`config.mk`:
```
export PLATFORM = sky130hd
export DESIGN_NAME = pb_periph_hub
export DESIGN_NICKNAME = d
export VERILOG_FILES = /design/src/rtl/pb_periph_pkg.sv /design/src/rtl/pb_interval_timer.sv /design/src/rtl/pb_periph_hub.sv
export SDC_FILE = /design/constraint.sdc
export NUM_CORES = 1
export LEC_CHECK = 0
export CORE_ASPECT_RATIO = 0.7
export CORE_MARGIN = 2
export CORE_UTILIZATION = 30
export DETAILED_ROUTE_END_ITERATION = 8
export DONT_BUFFER_PORTS = 1
export PLACE_DENSITY = 0.48
export REMOVE_ABC_BUFFERS = 1
export SKIP_LAST_GASP = 1
export SLEW_MARGIN = 40
export SYNTH_ARGS = -nofsm -noshare
export SYNTH_HDL_FRONTEND = slang
export SYNTH_SLANG_ARGS = --single-unit
```
`constraint.sdc`:
```
create_clock -name clk -period 2 [get_ports clk]
set_input_delay 0.1 -clock clk [delete_from_list [all_inputs] [get_ports clk]]
set_output_delay 0.1 -clock clk [all_outputs]
set_load 0.05 [all_outputs]
```
`src/rtl/pb_periph_pkg.sv`:
```
// Shared constants for the PicoBlaze peripheral hub: port map, IRQ FSM states.
package pb_periph_pkg;

  localparam logic [7:0] PB_ADDR_INPUT    = 8'h00;
  localparam logic [7:0] PB_ADDR_PENDING  = 8'h01;
  localparam logic [7:0] PB_ADDR_MASK     = 8'h02;
  localparam logic [7:0] PB_ADDR_CLEAR    = 8'h03;
  localparam logic [7:0] PB_ADDR_TMR_BASE = 8'h10;
  localparam logic [7:0] PB_ADDR_TMR_CTRL = 8'h20;
  localparam logic [7:0] PB_ADDR_OUT_BASE = 8'h80;

  localparam int EXT_IRQ_BIT = 7;

  typedef enum logic [1:0] {
    IRQ_IDLE    = 2'd0,
    IRQ_ASSERT  = 2'd1,
    IRQ_SERVICE = 2'd2
  } irq_state_t;

endpackage

```
`src/rtl/pb_interval_timer.sv`:
```
// One millisecond interval timer channel: reload shadow, 16-bit down-counter,
// enable/one-shot control and a single-cycle fire pulse on expiry.
module pb_interval_timer
  import pb_periph_pkg::*;
(
  input  logic       clk,
  input  logic       reset_n,
  input  logic       tick,
  input  logic       wr_lo,
  input  logic       wr_hi,
  input  logic       wr_ctrl,
  input  logic [7:0] wdata,
  output logic [1:0] ctrl,
  output logic       fire
);

  logic [7:0]  shadow;
  logic [15:0] reload;
  logic [15:0] count;
  logic        enable;
  logic        one_shot;

  assign ctrl = {one_shot, enable};
  // A zero reload parks the channel; it never fires.
  assign fire = tick && enable && (reload != 16'd0) && (count == 16'd1);

  // Reload staging, control writes and millisecond countdown.
  always_ff @(posedge clk or negedge reset_n) begin
    if (!reset_n) begin
      shadow   <= 8'h00;
      reload   <= 16'h0000;
      count    <= 16'h0000;
      enable   <= 1'b0;
      one_shot <= 1'b0;
    end else begin
      if (wr_lo) shadow <= wdata;
      // Committing a new reload does not touch a running count.
      if (wr_hi) reload <= {wdata, shadow};
      if (wr_ctrl) begin
        enable   <= wdata[0];
        one_shot <= wdata[1];
        if (!enable && wdata[0]) count <= reload;
      end else if (tick && enable && (reload != 16'd0)) begin
        if (count == 16'd1) begin
          count <= reload;
          if (one_shot) enable <= 1'b0;
        end else if (count == 16'd0) begin
          // Armed while reload was still zero: pick up the new reload quietly.
          count <= reload;
        end else begin
          count <= count - 16'd1;
        end
      end
    end
  end

endmodule

```
`src/rtl/pb_periph_hub.sv`:
```
// PicoBlaze peripheral hub: decoded I/O registers, interval timers, external
// edge IRQ and a masked interrupt controller with acknowledge handshake.
module pb_periph_hub
  import pb_periph_pkg::*;
#(
  parameter int CLK_FREQ_HZ   = 25000000,
  parameter int NUM_TIMERS    = 2,
  parameter int NUM_OUT_PORTS = 4
) (
  input  logic                       clk,
  input  logic                       reset_n,
  input  logic [7:0]                 port_id,
  input  logic [7:0]                 out_port,
  input  logic                       write_strobe,
  input  logic                       read_strobe,
  output logic [7:0]                 in_port,
  output logic                       interrupt,
  input  logic                       interrupt_ack,
  input  logic [7:0]                 input_data,
  input  logic                       ext_irq,
  output logic [8*NUM_OUT_PORTS-1:0] out_regs
);

  localparam int TICK_DIV = CLK_FREQ_HZ / 1000;
  localparam int PW       = $clog2(TICK_DIV + 1);

  logic [7:0]            in_sync_p0, in_sync_p1;
  logic                  ext_p0, ext_p1, ext_p2;
  logic                  ext_rise;
  logic [PW-1:0]         presc;
  logic                  tick;
  logic [7:0]            out_q [NUM_OUT_PORTS];
  logic [7:0]            mask;
  logic [7:0]            pending;
  logic [7:0]            set_vec;
  logic [7:0]            clr_vec;
  logic [7:0]            rdata;
  logic                  wr_clear;
  logic [NUM_TIMERS-1:0] fire;
  logic [1:0]            tmr_ctrl [NUM_TIMERS];
  irq_state_t            state_q, state_d;
  logic                  irq_d;

  // Reads have no side effects in this hub.
  logic unused_read_strobe;
  assign unused_read_strobe = read_strobe;

  // Two-flop synchronisers for switches and the external event, plus edge history.
  always_ff @(posedge clk or negedge reset_n) begin
    if (!reset_n) begin
      in_sync_p0 <= 8'h00;
      in_sync_p1 <= 8'h00;
      ext_p0     <= 1'b0;
      ext_p1     <= 1'b0;
      ext_p2     <= 1'b0;
    end else begin
      in_sync_p0 <= input_data;
      in_sync_p1 <= in_sync_p0;
      ext_p0     <= ext_irq;
      ext_p1     <= ext_p0;
      ext_p2     <= ext_p1;
    end
  end

  assign ext_rise = ext_p1 & ~ext_p2;

  assign tick = (presc == PW'(TICK_DIV - 1));

  // Free-running millisecond prescaler.
  always_ff @(posedge clk or negedge reset_n) begin
    if (!reset_n) presc <= '0;
    else          presc <= tick ? '0 : presc + 1'b1;
  end

  for (genvar k = 0; k < NUM_TIMERS; k++) begin : g_tmr
    pb_interval_timer u_tmr (
      .clk     (clk),
      .reset_n (reset_n),
      .tick    (tick),
      .wr_lo   (write_strobe && (port_id == 8'(PB_ADDR_TMR_BASE + 2*k))),
      .wr_hi   (write_strobe && (port_id == 8'(PB_ADDR_TMR_BASE + 2*k + 1))),
      .wr_ctrl (write_strobe && (port_id == 8'(PB_ADDR_TMR_CTRL + k))),
      .wdata   (out_port),
      .ctrl    (tmr_ctrl[k]),
      .fire    (fire[k])
    );
  end

  assign wr_clear = write_strobe && (port_id == PB_ADDR_CLEAR);
  assign clr_vec  = wr_clear ? out_port : 8'h00;

  // Collect pending sources: timer fires in the low bits, external edge on top.
  always_comb begin
    set_vec                  = 8'h00;
    set_vec[NUM_TIMERS-1:0]  = fire;
    set_vec[EXT_IRQ_BIT]     = ext_rise;
  end

  // Writable registers; a set in the same cycle as its clear wins.
  always_ff @(posedge clk or negedge reset_n) begin
    if (!reset_n) begin
      mask    <= 8'h00;
      pending <= 8'h00;
      for (int n = 0; n < NUM_OUT_PORTS; n++) out_q[n] <= 8'h00;
    end else begin
      pending <= (pending & ~clr_vec) | set_vec;
      if (write_strobe && (port_id == PB_ADDR_MASK)) mask <= out_port;
      for (int n = 0; n < NUM_OUT_PORTS; n++) begin
        if (write_strobe && (port_id == 8'(PB_ADDR_OUT_BASE + n))) out_q[n] <= out_port;
      end
    end
  end

  for (genvar n = 0; n < NUM_OUT_PORTS; n++) begin : g_out
    assign out_regs[8*n +: 8] = out_q[n];
  end

  // Exact-match read decode; anything unmapped reads as zero.
  always_comb begin
    rdata = 8'h00;
    if (port_id == PB_ADDR_INPUT)   rdata = in_sync_p1;
    if (port_id == PB_ADDR_PENDING) rdata = pending;
    if (port_id == PB_ADDR_MASK)    rdata = mask;
    for (int k = 0; k < NUM_TIMERS; k++) begin
      if (port_id == 8'(PB_ADDR_TMR_CTRL + k)) rdata = {6'b000000, tmr_ctrl[k]};
    end
    for (int n = 0; n < NUM_OUT_PORTS; n++) begin
      if (port_id == 8'(PB_ADDR_OUT_BASE + n)) rdata = out_q[n];
    end
  end

  // Read data is registered, valid one cycle after port_id.
  always_ff @(posedge clk or negedge reset_n) begin
    if (!reset_n) in_port <= 8'h00;
    else          in_port <= rdata;
  end

  // Interrupt controller next-state and request level.
  always_comb begin
    state_d = state_q;
    irq_d   = 1'b0;
    case (state_q)
      IRQ_IDLE: begin
        if ((pending & mask) != 8'h00) begin
          state_d = IRQ_ASSERT;
          irq_d   = 1'b1;
        end
      end
      IRQ_ASSERT: begin
        // Held until acknowledged, even if the source gets masked meanwhile.
        irq_d = 1'b1;
        if (interrupt_ack) begin
          state_d = IRQ_SERVICE;
          irq_d   = 1'b0;
        end
      end
      IRQ_SERVICE: begin
        if (wr_clear) state_d = IRQ_IDLE;
      end
      default: state_d = IRQ_IDLE;
    endcase
  end

  // Interrupt controller state and registered request.
  always_ff @(posedge clk or negedge reset_n) begin
    if (!reset_n) begin
      state_q   <= IRQ_IDLE;
      interrupt <= 1'b0;
    end else begin
      state_q   <= state_d;
      interrupt <= irq_d;
    end
  end

endmodule

```
==> results.sh <==
export IMPL_h_tree_depth=4
export IMPL_status="finished, violations left"
export IMPL_dieHeight_um=143.5
export IMPL_cts_root_buf="clkbuf_16"
export IMPL_syn_mean_instance_area_um2=11.25
export IMPL_drt_total_wl_um=25120
export IMPL_start_kind="register"
export IMPL_rsz0062_at_grt="yes"
export IMPL_clkPwrFrac=0.451
export IMPL_async_flop_share=1.000
export IMPL_wl_per_cell_um=20.11
export IMPL_clk_path_buf_depth=2
export IMPL_finalSetupViolations=26
export IMPL_slowest_stage="or4_4"
export IMPL_dr_pass1_iters=4
export IMPL_worstSetupPathType="register to register"
export IMPL_power_density_nw_per_um2=740.4
export IMPL_critPathBufInv=2
export IMPL_r2r_slack_ns=-0.14
export IMPL_clk_pin_slew_ns=0.08
export IMPL_rr_worst_depth=7
export IMPL_yosysWarnings=0
export IMPL_synthDistinctLibCells=62
export IMPL_die_x_um=203.3
export IMPL_synth_simple_area_share=0.1362
export IMPL_path_cells="or4_4, nor4b_4, buf_4, a21oi_4, buf_12, mux2i_1, a22o_1"
export IMPL_grt_pass1_vias=5966
export IMPL_hp_class="input pin to async pin"
export IMPL_dp_hpwl_um=17020
export IMPL_dp_slack_ns=-0.1408
export IMPL_fmax_mhz=467.5
export IMPL_synth_compound_area_frac=0.1104
export IMPL_final_min_clock_period_ns=2.139
export IMPL_p_seq_frac=0.493
export IMPL_reg2reg_from="g_tmr[0].u_tmr.count[10]"
export IMPL_synthXorXnorAreaFrac=0.01365
export IMPL_maxSlewViolCount=0
export IMPL_viasPerCell=5.059
export IMPL_synth_fa_ha_area_frac=0.01050
export IMPL_clock_sinks=177
export IMPL_critPathTopFamily="simple AND/OR/NAND/NOR gates"
export IMPL_nFillCells=2700
export IMPL_fin_crit_sh=1.070
export IMPL_tns_ns=-1.818
export IMPL_synth_top_family_by_area="multiplexers"
export IMPL_grt_max_degree=178
export IMPL_violations="negative hold slack, negative setup slack"
export IMPL_numCtsBuffers=17
export IMPL_holdWs_ns=-0.6351
export IMPL_tightest_slew_ns=0.7733
export IMPL_start_util=0.3025
export IMPL_place_area_um2=9503
export IMPL_syn_inst=741
export IMPL_ios=71
export IMPL_hold_viol=177
export IMPL_cp_max_fo=8
export IMPL_p_sw_w=0.002042
export IMPL_synth_edf_count=0
export IMPL_first_iter_violations=452
export IMPL_final_area_um2=10770
export IMPL_gp_congestion=0.8172
export IMPL_required_ns=2.33
export IMPL_vias=6319
export IMPL_maxCapViolations=0
export IMPL_slowest_delay_ns=0.57
export IMPL_grt_pass1_wl_um=37940
export IMPL_synthMuxAreaShare=0.1625
export IMPL_cp_end_kind="register"
export IMPL_finalPower_w=0.007978
export IMPL_finClkSkew_ns=0.01231
export IMPL_holdBufCountCts=22
export IMPL_grt_remaining_overflow=0
export IMPL_final_nets=901
export IMPL_synth_seq_cells=177
export IMPL_die_area_um2=29170
export IMPL_drive_gt1_frac=0.3387
export IMPL_grt_use_total=0.1756
export IMPL_p_int_w=0.005935
export IMPL_r2r_end="g_tmr[0].u_tmr.count[3]"
export IMPL_synth_main_ff_cell="dfrtp_1"
export IMPL_drcViolationCount=0
export IMPL_antenna_found_initial=1
export IMPL_layout_setup_ws_ns=-0.1390
export IMPL_slew_headroom=0.4827
export IMPL_peakVddDrop_mv=0.5712
export IMPL_synth_seq_area_share=0.5311
export IMPL_syn2layout_area_growth_pct=29.20
export IMPL_final_antenna_net_count=0
export IMPL_coreArea_um2=27570
export IMPL_switching_share=0.2560
export IMPL_worstPathArrival_ns=2.47
export IMPL_rows=51
export IMPL_io_buffers=0
export IMPL_p_comb_frac=0.057
export IMPL_clk_latency_ns=0.45
export IMPL_synth_area_um2=8339
export IMPL_cellLeakagePower_nw=5.027
export IMPL_cts_tree="built"
per-stage QoR:
| stage | instances | utilization |
|---|---|---|
| after global placement | 1181 | 0.3447 |
| after detailed placement | 1181 | 0.3447 |
| after floorplan | 700 | - |
| final | 1249 | 0.3908 |
| after global routing | 1248 | 0.3908 |
| after CTS | 1242 | 0.3818 |
placed cells by master (no fill, tap or decap), drive strengths merged, types with 4 or more instances in the layout:
cell / Yosys / routed
a22oi: 15 / 15
dlygate4sd3: 0 / 22
nand3: 18 / 18
ha: 7 / 7
o311a: 5 / 5
nand2: 53 / 53
mux2i: 33 / 33
nor4b: 4 / 4
o2bb2ai: 10 / 10
a21boi: 9 / 9
and3: 8 / 8
xor2: 7 / 7
a21oi: 20 / 20
xnor2: 6 / 6
nor4: 19 / 19
o211ai: 4 / 4
clkbuf: 23 / 20
nand4: 8 / 8
dfrtp: 177 / 177
nor3: 21 / 21
nor2: 38 / 38
a2bb2oi: 4 / 4
o21ai: 53 / 53
or4: 8 / 8
inv: 30 / 36
or2: 4 / 4
buf: 18 / 121
and2: 4 / 4
and4: 7 / 7
mux2: 91 / 91
worst reg2reg max path: stages (launching register included):
cell     delay (ns)
dfrtp_1        0.38
or4_4          0.57
nor4b_4        0.36
buf_4          0.18
a21oi_4        0.07
buf_12         0.17
mux2i_1        0.12
a22o_1         0.18
power groups by stage:
stage          registers (W)  clock network (W)  logic, W
5_1_grt              0.00395            0.00382  0.000487
6_report             0.00393            0.00360  0.000452
3_5_place_dp         0.00400                  0  0.000361
3_3_place_gp         0.00400                  0  0.000357
4_1_cts              0.00393            0.00369  0.000448
2_1_floorplan        0.00399                  0  0.000205
area by class of cell:
cell class / instances / area (um^2) / area share
sequential: 177 / 4429 / 0.4111
multi-input combinational: 493 / 3842 / 0.3566
timing repair buffer: 145 / 1299 / 0.1205
tap: 371 / 464.2 / 0.04308
clock buffer: 18 / 429.2 / 0.03983
clock inverter: 14 / 195.2 / 0.01812
inverter: 30 / 112.6 / 0.01045
antenna: 1 / 2.502 / 0.0002323
repair_timing:
action | in CTS | in global routing
cloned | 2 | 2
endpoints found under the hold margin | 274 | 177
pin swaps | 15 | 26
endpoints found under the setup margin | 28 | 34
buffers inserted | 5 | 5
gates resized for setup | 25 | 47
registers in the layout, indices dropped and copies added, names as in the netlist, 8 cells and up:
register            flops
g_tmr.u_tmr.count      32
g_tmr.u_tmr.shadow     16
in_sync_p1              8
pending                 8
presc                  15
in_port                 8
g_tmr.u_tmr.reload     32
in_sync_p0              8
out_regs               32
mask                    8
per-layer routing:
metal | vias up | global-route usage | part of all wire
li1 | 2964 | - | -
met1 | 3199 | 0.2743 | 0.52
met2 | 140 | 0.2272 | 0.40
met3 | 16 | 0.05873 | 0.068
met4 | 0 | 0.03803 | 0.010
met5 | - | 0 | 0
cells by family (layout without fill, tap and decap cells):
group                      Yosys count  after routing
and+or+nand+nor                    209            209
DFF                                177            177
adders and majority gates            7              7
muxes                              124            124
xor gates and xnor gates            13             13
AOI/OAI and AO/OA                  140            140
other                                0              1
buffers and inverters               71            207
worst max-delay path by stage:
stage / startpoint / end / cells past startpoint
after CTS: g_tmr[0].u_tmr.count[14] / g_tmr[0].u_tmr.count[3] / 7
after global routing: g_tmr[0].u_tmr.count[10] / g_tmr[0].u_tmr.count[2] / 7
after floorplan: presc[3] / g_tmr[1].u_tmr.count[11] / 5
after global placement: g_tmr[0].u_tmr.count[6] / g_tmr[0].u_tmr.count[3] / 6
final: g_tmr[0].u_tmr.count[10] / g_tmr[0].u_tmr.count[3] / 7
after detailed placement: g_tmr[0].u_tmr.count[6] / g_tmr[0].u_tmr.count[7] / 6
cell usage after synthesis (4+ instances only):
library cell / count / area share
a21boi_0: 9 / 0.0081
nand2_1: 53 / 0.024
ha_1: 7 / 0.011
a21oi_1: 19 / 0.011
o311a_1: 5 / 0.0060
xor2_1: 7 / 0.0074
buf_1: 7 / 0.0032
nor3_1: 20 / 0.012
a2bb2oi_1: 4 / 0.0042
inv_1: 30 / 0.014
buf_2: 8 / 0.0048
o2bb2ai_1: 10 / 0.011
o21ai_0: 52 / 0.031
mux2i_1: 33 / 0.040
o211ai_1: 4 / 0.0036
nand4_1: 8 / 0.0060
dfrtp_1: 177 / 0.53
xnor2_1: 6 / 0.0063
a22oi_1: 15 / 0.014
and4_1: 7 / 0.0074
nand3_1: 18 / 0.011
mux2_2: 91 / 0.12
or4_1: 8 / 0.0072
and2_1: 4 / 0.0030
and3_1: 8 / 0.0060
nor4_1: 19 / 0.014
nor2_1: 38 / 0.017
clkbuf_1: 22 / 0.0099
No activity file was read; power rests on OpenSTA's default activity.
